<file path="config.mk">
export PLATFORM = sky130hd
export DESIGN_NAME = rf_wb_queue
export DESIGN_NICKNAME = d
export VERILOG_FILES = /design/src/rtl/rf_wb_queue.sv
export SDC_FILE = /design/constraint.sdc
export NUM_CORES = 1
export LEC_CHECK = 0
export BUFFER_PORTS_ARGS = -buffer_cell sky130_fd_sc_hd__buf_2
export CAP_MARGIN = 20
export CORE_UTILIZATION = 56
export CTS_CLUSTER_DIAMETER = 30
export DETAILED_ROUTE_END_ITERATION = 12
export PLACE_DENSITY = 0.81
export SLEW_MARGIN = 15
export SYNTH_ARGS = -nofsm -noshare
export SYNTH_HDL_FRONTEND = slang
export SYNTH_SLANG_ARGS = --single-unit
export TNS_END_PERCENT = 20
</file>
<file path="constraint.sdc">
create_clock -name i_clk -period 2.8 [get_ports i_clk]
set_input_delay 0.84 -clock i_clk [delete_from_list [all_inputs] [get_ports i_clk]]
set_output_delay 0.84 -clock i_clk [all_outputs]
set_load 0.03 [all_outputs]
</file>
<file path="src/rtl/rf_wb_queue.sv">
// In-order writeback queue with RAW scoreboard feeding the rf write port.
// Define WB_QUEUE_FWD_EN to build youngest-match forwarding on the chk ports.
module rf_wb_queue #(
  parameter int DEPTH = 4,
  parameter int XLEN  = 32
) (
  input  logic                       i_clk,
  input  logic                       i_rst_n,
  input  logic                       i_wb_valid,
  output logic                       o_wb_ready,
  input  logic [4:0]                 i_wb_addr,
  input  logic [XLEN-1:0]            i_wb_data,
  input  logic                       i_hold,
  output logic                       o_rd_wen,
  output logic [4:0]                 o_rd_waddr,
  output logic [XLEN-1:0]            o_rd_wdata,
  input  logic [4:0]                 i_chk1_addr,
  output logic                       o_chk1_busy,
  input  logic [4:0]                 i_chk2_addr,
  output logic                       o_chk2_busy,
  output logic                       o_chk1_hit,
  output logic [XLEN-1:0]            o_chk1_data,
  output logic                       o_chk2_hit,
  output logic [XLEN-1:0]            o_chk2_data,
  output logic [$clog2(DEPTH+1)-1:0] o_count,
  output logic                       o_empty
);

  localparam int AW = $clog2(DEPTH);
  localparam int CW = $clog2(DEPTH+1);

  typedef logic [AW:0] ptr_t;

  ptr_t            wr_ptr_q, wr_ptr_d;
  ptr_t            rd_ptr_q, rd_ptr_d;
  logic [DEPTH-1:0] vld_q, vld_d;
  logic [4:0]      addr_q [DEPTH];
  logic [XLEN-1:0] data_q [DEPTH];

  logic [AW-1:0] wr_idx, rd_idx;
  logic          full, empty;
  logic          push, pop;

  assign wr_idx = wr_ptr_q[AW-1:0];
  assign rd_idx = rd_ptr_q[AW-1:0];
  assign empty  = (wr_ptr_q == rd_ptr_q);
  assign full   = (wr_ptr_q[AW] != rd_ptr_q[AW]) &&
                  (wr_idx == rd_idx);

  // x0 requests complete the handshake but are never stored
  assign push = i_wb_valid && !full && (i_wb_addr != 5'd0);
  assign pop  = !empty && !i_hold;

  assign o_wb_ready = !full;
  assign o_empty    = empty;
  assign o_count    = CW'(wr_ptr_q - rd_ptr_q);
  assign o_rd_wen   = pop;
  assign o_rd_waddr = empty ? 5'd0 : addr_q[rd_idx];
  assign o_rd_wdata = empty ? '0 : data_q[rd_idx];

  always_comb begin
    wr_ptr_d = wr_ptr_q + ptr_t'(push);
    rd_ptr_d = rd_ptr_q + ptr_t'(pop);
    vld_d    = vld_q;
    if (pop)  vld_d[rd_idx] = 1'b0;
    if (push) vld_d[wr_idx] = 1'b1;
  end

  always_ff @(posedge i_clk or negedge i_rst_n) begin
    if (!i_rst_n) begin
      wr_ptr_q <= '0;
      rd_ptr_q <= '0;
      vld_q    <= '0;
      for (int i = 0; i < DEPTH; i++) begin
        addr_q[i] <= '0;
        data_q[i] <= '0;
      end
    end else begin
      wr_ptr_q <= wr_ptr_d;
      rd_ptr_q <= rd_ptr_d;
      vld_q    <= vld_d;
      if (push) begin
        addr_q[wr_idx] <= i_wb_addr;
        data_q[wr_idx] <= i_wb_data;
      end
    end
  end

  function automatic logic busy_of(input logic [4:0] a);
    logic b;
    b = 1'b0;
    for (int i = 0; i < DEPTH; i++)
      if (vld_q[i] && addr_q[i] == a) b = 1'b1;
    return b && (a != 5'd0);
  endfunction

  assign o_chk1_busy = busy_of(i_chk1_addr);
  assign o_chk2_busy = busy_of(i_chk2_addr);

`ifdef WB_QUEUE_FWD_EN
  // walk oldest to youngest so the last match wins
  function automatic logic [XLEN-1:0] youngest(input logic [4:0] a);
    logic [AW-1:0] idx;
    logic [XLEN-1:0] d;
    d = '0;
    for (int k = 0; k < DEPTH; k++) begin
      idx = rd_idx + AW'(k);
      if (vld_q[idx] && addr_q[idx] == a) d = data_q[idx];
    end
    return (a != 5'd0) ? d : '0;
  endfunction

  assign o_chk1_hit  = o_chk1_busy;
  assign o_chk2_hit  = o_chk2_busy;
  assign o_chk1_data = youngest(i_chk1_addr);
  assign o_chk2_data = youngest(i_chk2_addr);
`else
  assign o_chk1_hit  = 1'b0;
  assign o_chk2_hit  = 1'b0;
  assign o_chk1_data = '0;
  assign o_chk2_data = '0;
`endif

endmodule
</file>
==> impl_results.md, run 1 <==
* Final Critical Period at roughly 2.8 ns
* Routed wire length per instance at ~20 µm
* Sequential element share of the synthesized area at 0.476
* Chip Height at ~120 µm
* Clock Skews at between 0.01 and 0.015 ns
* Unique masters post-synth at 35
* Row count at 44
* Nature of the critical path endpoint: output port
* Remaining global-route overflow at 0
* Number of antenna violations at the first check in global routing at 1
* Count of hold buffers inserted by post-cts repair at 0
* Library cell occupying the most area in the post-synthesis netlist: dfrtp_1
* Synth warnings at 0
* CTS sink cnt at 158
* Effective utilization at floorplan at 0.573
* Predominant post-synthesis flop cell: dfrtp_1
* Pin count of the biggest net entering global routing at 62
* Area of the mapped netlist at 8300 µm²
* Required time of the critical path at a little under 2 ns
* Area growth, synth to finish at 19.3%
* Clk buf depth at 2
* Synthesized netlist cell count at slightly below 600
* Clock-pin slew reported for the worst setup and hold paths after clock tree synthesis at 0.06 ns
* Number of global-route vias before repair at 5,190
* Final-report hold violation count at 0
* Clock Tree Root: clkbuf_16
* Reported max-cap violation count at 0
* Global-route wire length before repair at 27,000 µm
* Global router's overall resource usage at 0.241
* Max Slew Vio Count at 0
* # IOs at 162
* Worst max-slew margin expressed relative to the limit at 0.606
* Cell with the most instances after synthesis: dfrtp_1
* TritonRoute pass-1 iters at 4
* Outcome: finished with violations
* Number of violations reported at the end of detailed-routing iteration 0 at just under 300
* Remaining routing DRC violations at 0
* Area of the core at 14,500 µm²
* Total number of vias at 4,990
* Min setup slack post-route at -0.0433 ns
* Post-detailed-route count of antenna-violating nets at 0
* Crit-path max FO at 6
* Count of H-tree levels built during CTS at 4
* Share of layout cells above drive strength 1 at 0.548
* Crit Path Category: reg2out
* Failing checks: setup timing
* Share of the synthesized area in the top cell type at 0.476
* Kind of start point of the critical path: flop
* F_max at roughly 0.35 GHz
* Biggest area contributors in the synthesized netlist: dfrtp_1 (48%), mux2_2 (17%), mux4_2 (10%), buf_4 (6.0%), xor2_1 (3.6%)
* Clock tree from TritonCTS: built
* Die outline width at ~120 µm
* Kind of path behind the tightest hold check: in2async
* Slew of the pin with the lowest slew margin at 0.592 ns
* Final Cycle Share at 1.02
* Number of failing setup endpoints in the final timing report at 36
* Syn avg cell area at 14.2 µm²
* Clk_lat worst skew at 0.43 ns
* Ratio of routed vias to standard cells at 5.61
* Setup repair after global routing missed its margin: yes
* EDFF count, synth at 0
* Area enclosed by the die boundary at 15,300 µm²
* Port Buf Inserts at 95
* Net count of the finished layout at 749
* TritonCTS buffer count at 17
* Setup TNS at -0.871 ns
* Total Routed Length at 18,300 µm
* Synthesis-stage register bit count at about 160
* List of most frequent post-synthesis cells: dfrtp_1 (158), mux2_2 (125), buf_4 (66)
* Async S/R FF share, synth at 1.00
* Estimated wirelength of the detail-placed design at 11,400 µm
* GPL Wtd Cong at 0.934
* Worst endpoint data arrival time at roughly 2.0 ns
## cells by family (layout without fill, tap and decap cells)
kind of cell             Yosys count  after routing  share of synthesized area
AO/OA/AOI/OAI                      6              6                    0.00573
XOR/XNOR                          44             44                     0.0473
multiplexers                     185            185                      0.310
AND/OR/NAND/NOR                   72             72                     0.0565
flip-flops                       158            158                      0.476
other                              1             67                   0.000452
adder cells (fa/ha/maj)            7              7                     0.0115
buffers and inverters            111            166                     0.0921
## area by class of cell
cell class	count	area (µm²)
multi-input cells	380	4000
well taps	184	230
diodes	1	2.50
clock inverters	13	139
flip-flops and latches	158	3960
clock buffers	19	453
repair buffers	128	1100
fillers	975	4580
inverters	6	22.5
## cell usage in the layout (no fill, tap or decap), drive strengths merged, types with 2 or more instances in the layout
cell      count
mux2        148
conb         66
nand3        12
clkinv        8
nor3          4
buf         122
xor2         34
mux4         37
bufinv        2
inv           7
xnor2        10
o21a          2
clkinvlp      2
clkbuf       25
ha            6
nor2          2
nor2b        37
a21o          2
dfrtp       158
or4           2
o41ai         2
nor4          8
nand2         2
nand4         2
## path summary, 6_finish.rpt
path                        startpoint       endpoint  slack, ns  cells after the start
max in group asynchronous      i_rst_n     data_q[99]       1.68                      2
setup / recovery           rd_ptr_q[0]  o_rd_wdata[6]      -0.04                      6
min in group i_clk          data_q[99]     data_q[99]       0.50                      1
hold / removal                 i_rst_n     addr_q[13]       0.39                      1
setup reg to reg           rd_ptr_q[0]     data_q[69]       0.50                      8
hold reg to reg             data_q[99]     data_q[99]       0.50                      1
## metal layers
layer	global-route usage	vias to the layer above	share of wire	wire (µm)
met5	0	-	0	0
met4	0.0889	0	0.017	308
met1	0.298	2612	0.40	7380
li1	-	2145	-	-
met3	0.0701	30	0.066	1210
met2	0.403	203	0.51	9360
## repair_timing
action | CTS | global route
endpoints found under the hold margin | 0 | 0
pin swaps | 1 | 7
setup endpoints to repair | 42 | 42
gates cloned | 0 | 7
gates resized for setup | 48 | 47
buffers inserted | 1 | 5
## sequential cells by signal, summed over array words and instances, names as in the netlist
signal	count
data_q	128
vld_q	4
rd_ptr_q	3
addr_q	20
wr_ptr_q	3
## worst max-delay path, cell delays in order (launching register included)
cell and delay [ns]:
dfrtp_2 0.44, buf_6 0.15, ha_4 0.27, and3_4 0.30, clkbuf_16 0.21, nor2b_1 0.05, buf_4 0.16
## metrics by stage
stage / utilization / instances / cell area [µm²] / setup WS [ns] / hold slack, ns
after global routing: 0.684 / 888 / 9900 / -0.0906 / 0.409
after floorplan: - / 649 / 8570 / 0.0451 / 0.471
final: 0.684 / 889 / 9900 / -0.0433 / 0.388
after global placement: 0.607 / 843 / 8790 / 0.0384 / 0.483
after detailed placement: 0.607 / 843 / 8790 / -0.0483 / 0.490
after CTS: 0.658 / 876 / 9530 / -0.0562 / 0.404
Power of run 1 is not shown: default switching activity piles up to over one toggle a cycle in this logic, so the estimate is an artifact.
==> run 2, diff against run 1 <==
--- a/config.mk
+++ b/config.mk
@@ -10,7 +10,8 @@
 export CORE_UTILIZATION = 56
 export CTS_CLUSTER_DIAMETER = 30
 export DETAILED_ROUTE_END_ITERATION = 12
-export PLACE_DENSITY = 0.81
+export GPL_ROUTABILITY_DRIVEN = 0
+export PLACE_DENSITY_LB_ADDON = 0.2
 export SLEW_MARGIN = 15
 export SYNTH_ARGS = -nofsm -noshare
 export SYNTH_HDL_FRONTEND = slang
==> impl_results.md, run 2 (synthesis results as in run 1) <==
* Count of hold buffers inserted by post-cts repair at 0 (unchanged)
* Remaining routing DRC violations at 0 (unchanged)
* Crit Path Category: reg2out (unchanged)
* CTS sink cnt at 158 (unchanged)
* Routed wl met3 at 872 µm (was 1210 µm)
* Global-route wire length before repair at 27,200 µm (was 27,000 µm)
* Setup TNS at -1.18 ns (was -0.871 ns)
* Effective utilization at floorplan at 0.573 (unchanged)
* Number of antenna violations at the first check in global routing at 0 (was 1)
* Largest register FFs at 128 (unchanged)
* Static leakage power at about 4.4 nW
* Kind of start point of the critical path: flop (unchanged)
* Fill cell instance count of the final layout at 1,013 (was 975)
* Post-detailed-route count of antenna-violating nets at 0 (unchanged)
* Worst-path cell with the longest stage delay: dfrtp_4 (was dfrtp_2)
* Amount of wire on met2 after detailed routing at 8820 µm (was 9360 µm)
* Worst endpoint data arrival time at 2.01 ns (was 2.00 ns)
* Post-Place Cell Area at 8810 µm² (was 8790 µm²)
* Area enclosed by the die boundary at 15,300 µm² (unchanged)
* Number of buffers and inverters on the critical path at 2 (was 3)
* Clock tree from TritonCTS: built (unchanged)
* Final-report hold violation count at 0 (unchanged)
* Uppermost metal layer occupied by signal nets: met4 (unchanged)
* Design internal power at 9.06 mW
* Count of H-tree levels built during CTS at 4 (unchanged)
* Clock network fraction of total power at 0.157
* Total number of vias at 4,802 (was 4,990)
* Ratio of routed vias to standard cells at 5.46 (was 5.61)
* Post-route met1 wirelength at 7490 µm (was 7380 µm)
* Total number of cells along the worst setup path at 5 (was 6)
* Final Critical Period at 2.85 ns (was 2.84 ns)
* TritonCTS buffer count at 17 (unchanged)
* Total Routed Length at 17,500 µm (was 18,300 µm)
* Nature of the critical path endpoint: output port (unchanged)
* End of the worst register-to-register path: rd_ptr_q[2] (was data_q[69])
* Chip Height at 124 µm (unchanged)
* Kind of path behind the tightest hold check: in2async (unchanged)
* Min setup slack post-route at -0.0536 ns (was -0.0433 ns)
* Clock-pin slew reported for the worst setup and hold paths after clock tree synthesis at 0.06 ns (about the same)
* Share of layout cells above drive strength 1 at 0.537 (was 0.548)
* Remaining global-route overflow at 0 (unchanged)
* Slowest cell delay on critical path at 0.58 ns (was 0.44 ns)
* Cell family contributing the most delay on the critical path: flip-flops (was buffers and inverters)
* Number of violations reported at the end of detailed-routing iteration 0 at 210 (was 296)
* Reg2Reg Setup Slack at 0.59 ns (was 0.50 ns)
* Failing checks: setup timing (unchanged)
* Clock Tree Root: clkbuf_16 (unchanged)
* VDD IR-drop max at approximately 0.00087 V
* Net count of the finished layout at 741 (was 749)
* Outcome: finished with violations (unchanged)
* Power share of the combinational group at 0.555
* Row count at 44 (unchanged)
* Area of the core at 14,500 µm² (unchanged)
* Pin count of the biggest net entering global routing at 54 (was 62)
* # IOs at 162 (unchanged)
* Most common library cell in the layout ignoring fill and taps: dfrtp_1 (unchanged)
* Switching share of power at 0.396
* Required time of the critical path at 1.96 ns (about the same)
* Worst slack after detailed placement at -0.0733 ns (was -0.0483 ns)
* Port Buf Inserts at 95 (unchanged)
* Launch point of the worst path: rd_ptr_q[0] (unchanged)
* N_diodes at 0 (was 1)
* Clock Skews at 0.0114 ns (was 0.0103 ns)
* Power per cell area at 1530 nW/µm²
* Number of cells on the worst reg-to-reg path at 8 (unchanged)
* Number of failing setup endpoints in the final timing report at 39 (was 36)
* TritonRoute pass-1 iters at 4 (unchanged)
* Clk buf depth at 2 (unchanged)
* Termination of the worst setup path: o_rd_wdata[31] (was o_rd_wdata[6])
* Global router's overall resource usage at 0.243 (was 0.241)
* Clk_lat worst skew at 0.43 ns (about the same)
* Largest registers: data_q x128, addr_q x20, vld_q x4 (unchanged)
* F_max at 0.350 GHz (was 0.352 GHz)
* Routed wire length per instance at 19.9 µm (was 20.5 µm)
* Area growth, synth to finish at 18.1% (was 19.3%)
* Die outline width at 124 µm (unchanged)
* Number of global-route vias before repair at 5,097 (was 5,190)
* Most used cells in the layout excluding fill and tap cells: dfrtp_1 (154), mux2_2 (125), conb_1 (66), buf_2 (66), mux4_2 (37) (was dfrtp_1 (155), mux2_2 (125), conb_1 (66))
* Reg with most FFs: data_q (unchanged)
* Estimated wirelength of the detail-placed design at 11,100 µm (was 11,400 µm)
* Crit-path max FO at 14 (was 6)
* Reported max-cap violation count at 0 (unchanged)
* Setup repair after global routing missed its margin: yes (unchanged)
* Net switching power of the design at between 5 and 6 mW
* Sequential share of power at 0.288
* Critical path, cell by cell: ha_4, and3_4, clkbuf_16, nor2b_1, buf_4 (was buf_6, ha_4, and3_4, clkbuf_16, nor2b_1, buf_4)
* Final instance area at 9800 µm² (was 9900 µm²)
* Startpoint of the lowest-slack register-to-register path: rd_ptr_q[0] (unchanged)
* Final Cycle Share at 1.02 (about the same)
* Max Slew Vio Count at 0 (unchanged)
[run 2: cell types whose count changed in the layout (fill, tap and decap cells not counted), moves of 4 or more]
cell	change
buf_4	-6
nor2b_1	+5
buf_6	-4
clkbuf_16	-4
clkinv_2	-4
nor2b_2	-4
[run 2: through the flow]
step | utilization | instances | hold WS (ns) | power [mW]
after floorplan | - | 649 | 0.471 | 9.89
after global placement | 0.608 | 844 | 0.483 | 11.6
after detailed placement | 0.608 | 844 | 0.490 | 11.8
after CTS | 0.662 | 878 | 0.379 | 14.8
after global routing | 0.677 | 880 | 0.394 | 15.8
final | 0.677 | 880 | 0.362 | 15.0
[run 2: final cells by class]
class,count,area (µm²),area share
multi-input cells,380,4000,0.408
flip-flops and latches,158,3960,0.404
repair buffers,120,983,0.100
clock buffers,21,450,0.0460
well taps,184,230,0.0235
clock inverters,11,155,0.0158
inverters,6,22.5,0.00230
[run 2: power groups by stage]
stage	Combinational [mW]	Clock, mW	Sequential, mW
after floorplan	5.88	0	4.01
after global placement	7.38	0	4.23
after detailed placement	7.52	0	4.33
after CTS	8.07	2.41	4.30
after global routing	8.85	2.50	4.48
final	8.33	2.36	4.32
[run 2: how the worst min path moves through the flow]
stage | startpoint | to | cells past startpoint
after floorplan | vld_q[3] | vld_q[3] | 1
after global placement | data_q[105] | data_q[105] | 1
after detailed placement | data_q[49] | data_q[49] | 1
after CTS | i_rst_n | data_q[124] | 1
after global routing | i_rst_n | addr_q[18] | 1
final | i_rst_n | addr_q[9] | 1
[run 2: layer usage]
metal  GRT usage  vias to the layer above
met5           0                        -
met4      0.0956                        0
met3      0.0577                       29
met2       0.406                      155
met1       0.305                     2496
li1            -                     2122
[run 2: timing repair]
item,4_1_cts,5_1_grt
gates cloned,0,2
gates resized for setup,50,44
buffers inserted,2,0
setup endpoints to repair,41,41
pin swaps,4,11
[run 2: worst reg2reg max path: cells and delay by family (launching register included)]
kind                       cells  cell delay (ns)
buffers and inverters          2             0.36
DFF                            1             0.58
adders and majority gates      3             0.72
xor gates and xnor gates       1             0.14
and+or+nand+nor                2             0.30
Note: power is estimated with default switching activity, not from simulation.
==> run 3, diff against run 2 <==
--- a/config.mk
+++ b/config.mk
@@ -12,6 +12,7 @@
 export DETAILED_ROUTE_END_ITERATION = 12
 export GPL_ROUTABILITY_DRIVEN = 0
 export PLACE_DENSITY_LB_ADDON = 0.2
+export RECOVER_POWER = 100
 export SLEW_MARGIN = 15
 export SYNTH_ARGS = -nofsm -noshare
 export SYNTH_HDL_FRONTEND = slang
==> impl_results.md, run 3 (synthesis results as in run 1) <==
* Effective utilization at floorplan at 0.573 (unchanged)
* End of the worst register-to-register path: data_q[46] (was rd_ptr_q[2])
* F_max at 0.348 GHz (was 0.350 GHz)
* Count of hold buffers inserted by post-cts repair at 0 (unchanged)
* Net count of the finished layout at 741 (unchanged)
* TritonRoute pass-1 iters at 4 (unchanged)
* Pin count of the biggest net entering global routing at 54 (unchanged)
* Chip Height at 124 µm (unchanged)
* Clock Skews at 0.0120 ns (was 0.0114 ns)
* Final-report hold violation count at 0 (unchanged)
* Final Critical Period at 2.87 ns (was 2.85 ns)
* Largest register FFs at 128 (unchanged)
* Reg2Reg Setup Slack at 0.15 ns (was 0.59 ns)
* Power per cell area at 1530 nW/µm² (about the same)
* Final instance area at 9570 µm² (was 9800 µm²)
* Crit-path max FO at 5 (was 14)
* Most common library cell in the layout ignoring fill and taps: dfrtp_1 (unchanged)
* Ratio of routed vias to standard cells at 5.48 (was 5.46)
* Outcome: finished with violations (unchanged)
* Routed wire length per instance at 19.8 µm (was 19.9 µm)
* Kind of path behind the tightest hold check: reg2reg (was in2async)
* Most used cells in the layout excluding fill and tap cells: dfrtp_1 (154), mux2_2 (124), conb_1 (66), buf_2 (66), mux4_2 (37) (was dfrtp_1 (154), mux2_2 (125), conb_1 (66), buf_2 (66), mux4_2 (37))
* Port Buf Inserts at 95 (unchanged)
* Fill cell instance count of the final layout at 1,067 (was 1,013)
* Global-route wire length before repair at 27,200 µm (unchanged)
* Number of antenna violations at the first check in global routing at 0 (unchanged)
* Worst slack after detailed placement at -0.0733 ns (unchanged)
* Clock tree from TritonCTS: built (unchanged)
* Reported max-cap violation count at 0 (unchanged)
* Area enclosed by the die boundary at 15,300 µm² (unchanged)
* Final Cycle Share at 1.03 (was 1.02)
* Kind of start point of the critical path: input port (was flop)
* Number of global-route vias before repair at 5,097 (unchanged)
* Number of cells on the worst reg-to-reg path at 6 (was 8)
* Cell family contributing the most delay on the critical path: simple AND/OR/NAND/NOR gates (was flip-flops)
* VDD IR-drop max at 0.000862 V (was 0.000866 V)
* Clk buf depth at 2 (unchanged)
* Required time of the critical path at 1.96 ns (about the same)
* TritonCTS buffer count at 17 (unchanged)
* Total area of sequential cells at 3960 µm² (unchanged)
* Area growth, synth to finish at 15.3% (was 18.1%)
* Area of the core at 14,500 µm² (unchanged)
* Post-detailed-route count of antenna-violating nets at 0 (unchanged)
* Number of buffers and inverters on the critical path at 2 (unchanged)
* Clock Tree Root: clkbuf_16 (unchanged)
* Post-Place Cell Area at 8810 µm² (unchanged)
* Global router's overall resource usage at 0.243 (unchanged)
* CTS sink cnt at 158 (unchanged)
* Share of layout cells above drive strength 1 at 0.493 (was 0.537)
* Worst max-slew margin expressed relative to the limit at 0.127
* Count of H-tree levels built during CTS at 4 (unchanged)
* Number of violations reported at the end of detailed-routing iteration 0 at 213 (was 210)
* Crit Path Category: in2out (was reg2out)
* Slew of the pin with the lowest slew margin at 1.31 ns
* Worst hold endpoint: data_q[117]
* Total Routed Length at 17,400 µm (was 17,500 µm)
* Reg with most FFs: data_q (unchanged)
* Max Slew Vio Count at 0 (unchanged)
* Worst hold path cell count at 1
* Worst endpoint data arrival time at 2.03 ns (was 2.01 ns)
* N_diodes at 0 (unchanged)
* # IOs at 162 (unchanged)
* Clk_lat worst skew at 0.43 ns (about the same)
* Setup repair after global routing missed its margin: yes (unchanged)
* Remaining routing DRC violations at 0 (unchanged)
* Largest registers: data_q x128, addr_q x20, vld_q x4 (unchanged)
* Estimated wirelength of the detail-placed design at 11,100 µm (unchanged)
* Worst Min Path Start: data_q[117]
* Slowest cell delay on critical path at 0.34 ns (was 0.58 ns)
* Critical path, cell by cell: buf_2, xor2_2, nor4_4, nand3_1, nand4_1, o21a_1, buf_6 (was ha_4, and3_4, clkbuf_16, nor2b_1, buf_4)
* Row count at 44 (unchanged)
* Nature of the critical path endpoint: output port (unchanged)
* Failing checks: setup timing (unchanged)
* Number of failing setup endpoints in the final timing report at 33 (was 39)
* Total number of vias at 4,821 (was 4,802)
* Clock-pin slew reported for the worst setup and hold paths after clock tree synthesis at 0.07 ns (was 0.06 ns)
* Die outline width at 124 µm (unchanged)
* Worst-path cell with the longest stage delay: nor4_4 (was dfrtp_4)
* Area taken by multi-input logic gates at 3870 µm² (was 4000 µm²)
* Min setup slack post-route at -0.0701 ns (was -0.0536 ns)
* Remaining global-route overflow at 0 (unchanged)
* Static leakage power at 4.24 nW (was 4.39 nW)
* Startpoint of the lowest-slack register-to-register path: rd_ptr_q[0] (unchanged)
-- run 3: stage by stage --
step | setup TNS (ns) | utilization | instances | hold slack (ns) | power, mW
floorplan | 0 | - | 649 | 0.471 | 9.89
global placement | 0 | 0.608 | 844 | 0.483 | 11.6
detailed placement | -0.0733 | 0.608 | 844 | 0.490 | 11.8
CTS | -1.78 | 0.662 | 878 | 0.379 | 14.8
global route | -3.08 | 0.661 | 880 | 0.519 | 15.5
finish | -0.678 | 0.661 | 880 | 0.498 | 14.7
-- run 3: metal layers --
layer	up-vias	global-route usage	wire (µm)
li1	2126	-	-
met1	2484	0.305	7300
met2	177	0.406	8720
met3	34	0.0577	1010
met4	0	0.0956	406
met5	-	0	0
-- run 3: final cells by class --
type	count	share of cell area
flip-flops and latches	158	0.414
multi-input cells	380	0.404
repair buffers	120	0.0917
clock buffers	21	0.0471
well taps	184	0.0241
clock inverters	11	0.0162
inverters	6	0.00235
-- run 3: how the worst max path moves through the flow --
stage                    from             end  slack (ns)  cells after the start
6_report       i_chk2_addr[2]     o_chk2_busy       -0.07                      7
5_1_grt        i_chk2_addr[0]     o_chk2_busy       -0.14                      7
4_1_cts           rd_ptr_q[0]  o_rd_wdata[27]       -0.08                      4
3_5_place_dp   i_chk2_addr[3]     o_chk2_busy       -0.07                      7
3_3_place_gp   i_chk2_addr[3]     o_chk2_busy        0.03                      7
2_1_floorplan     rd_ptr_q[1]  o_rd_wdata[22]        0.05                      6
-- run 3: what timing repair did --
action,CTS,global route
endpoints found under the setup margin,41,41
gates cloned,0,2
pin swaps,4,11
resized for setup,50,44
setup buffers,2,0
-- run 3: power by group --
part / internal [mW] / leakage (nW) / total, mW / switching, mW
clock network: 1.43 / 0.281 / 2.36 / 0.922
logic: 3.89 / 2.09 / 8.00 / 4.10
registers: 3.48 / 1.87 / 4.32 / 0.833
total: 8.81 / 4.24 / 14.7 / 5.86
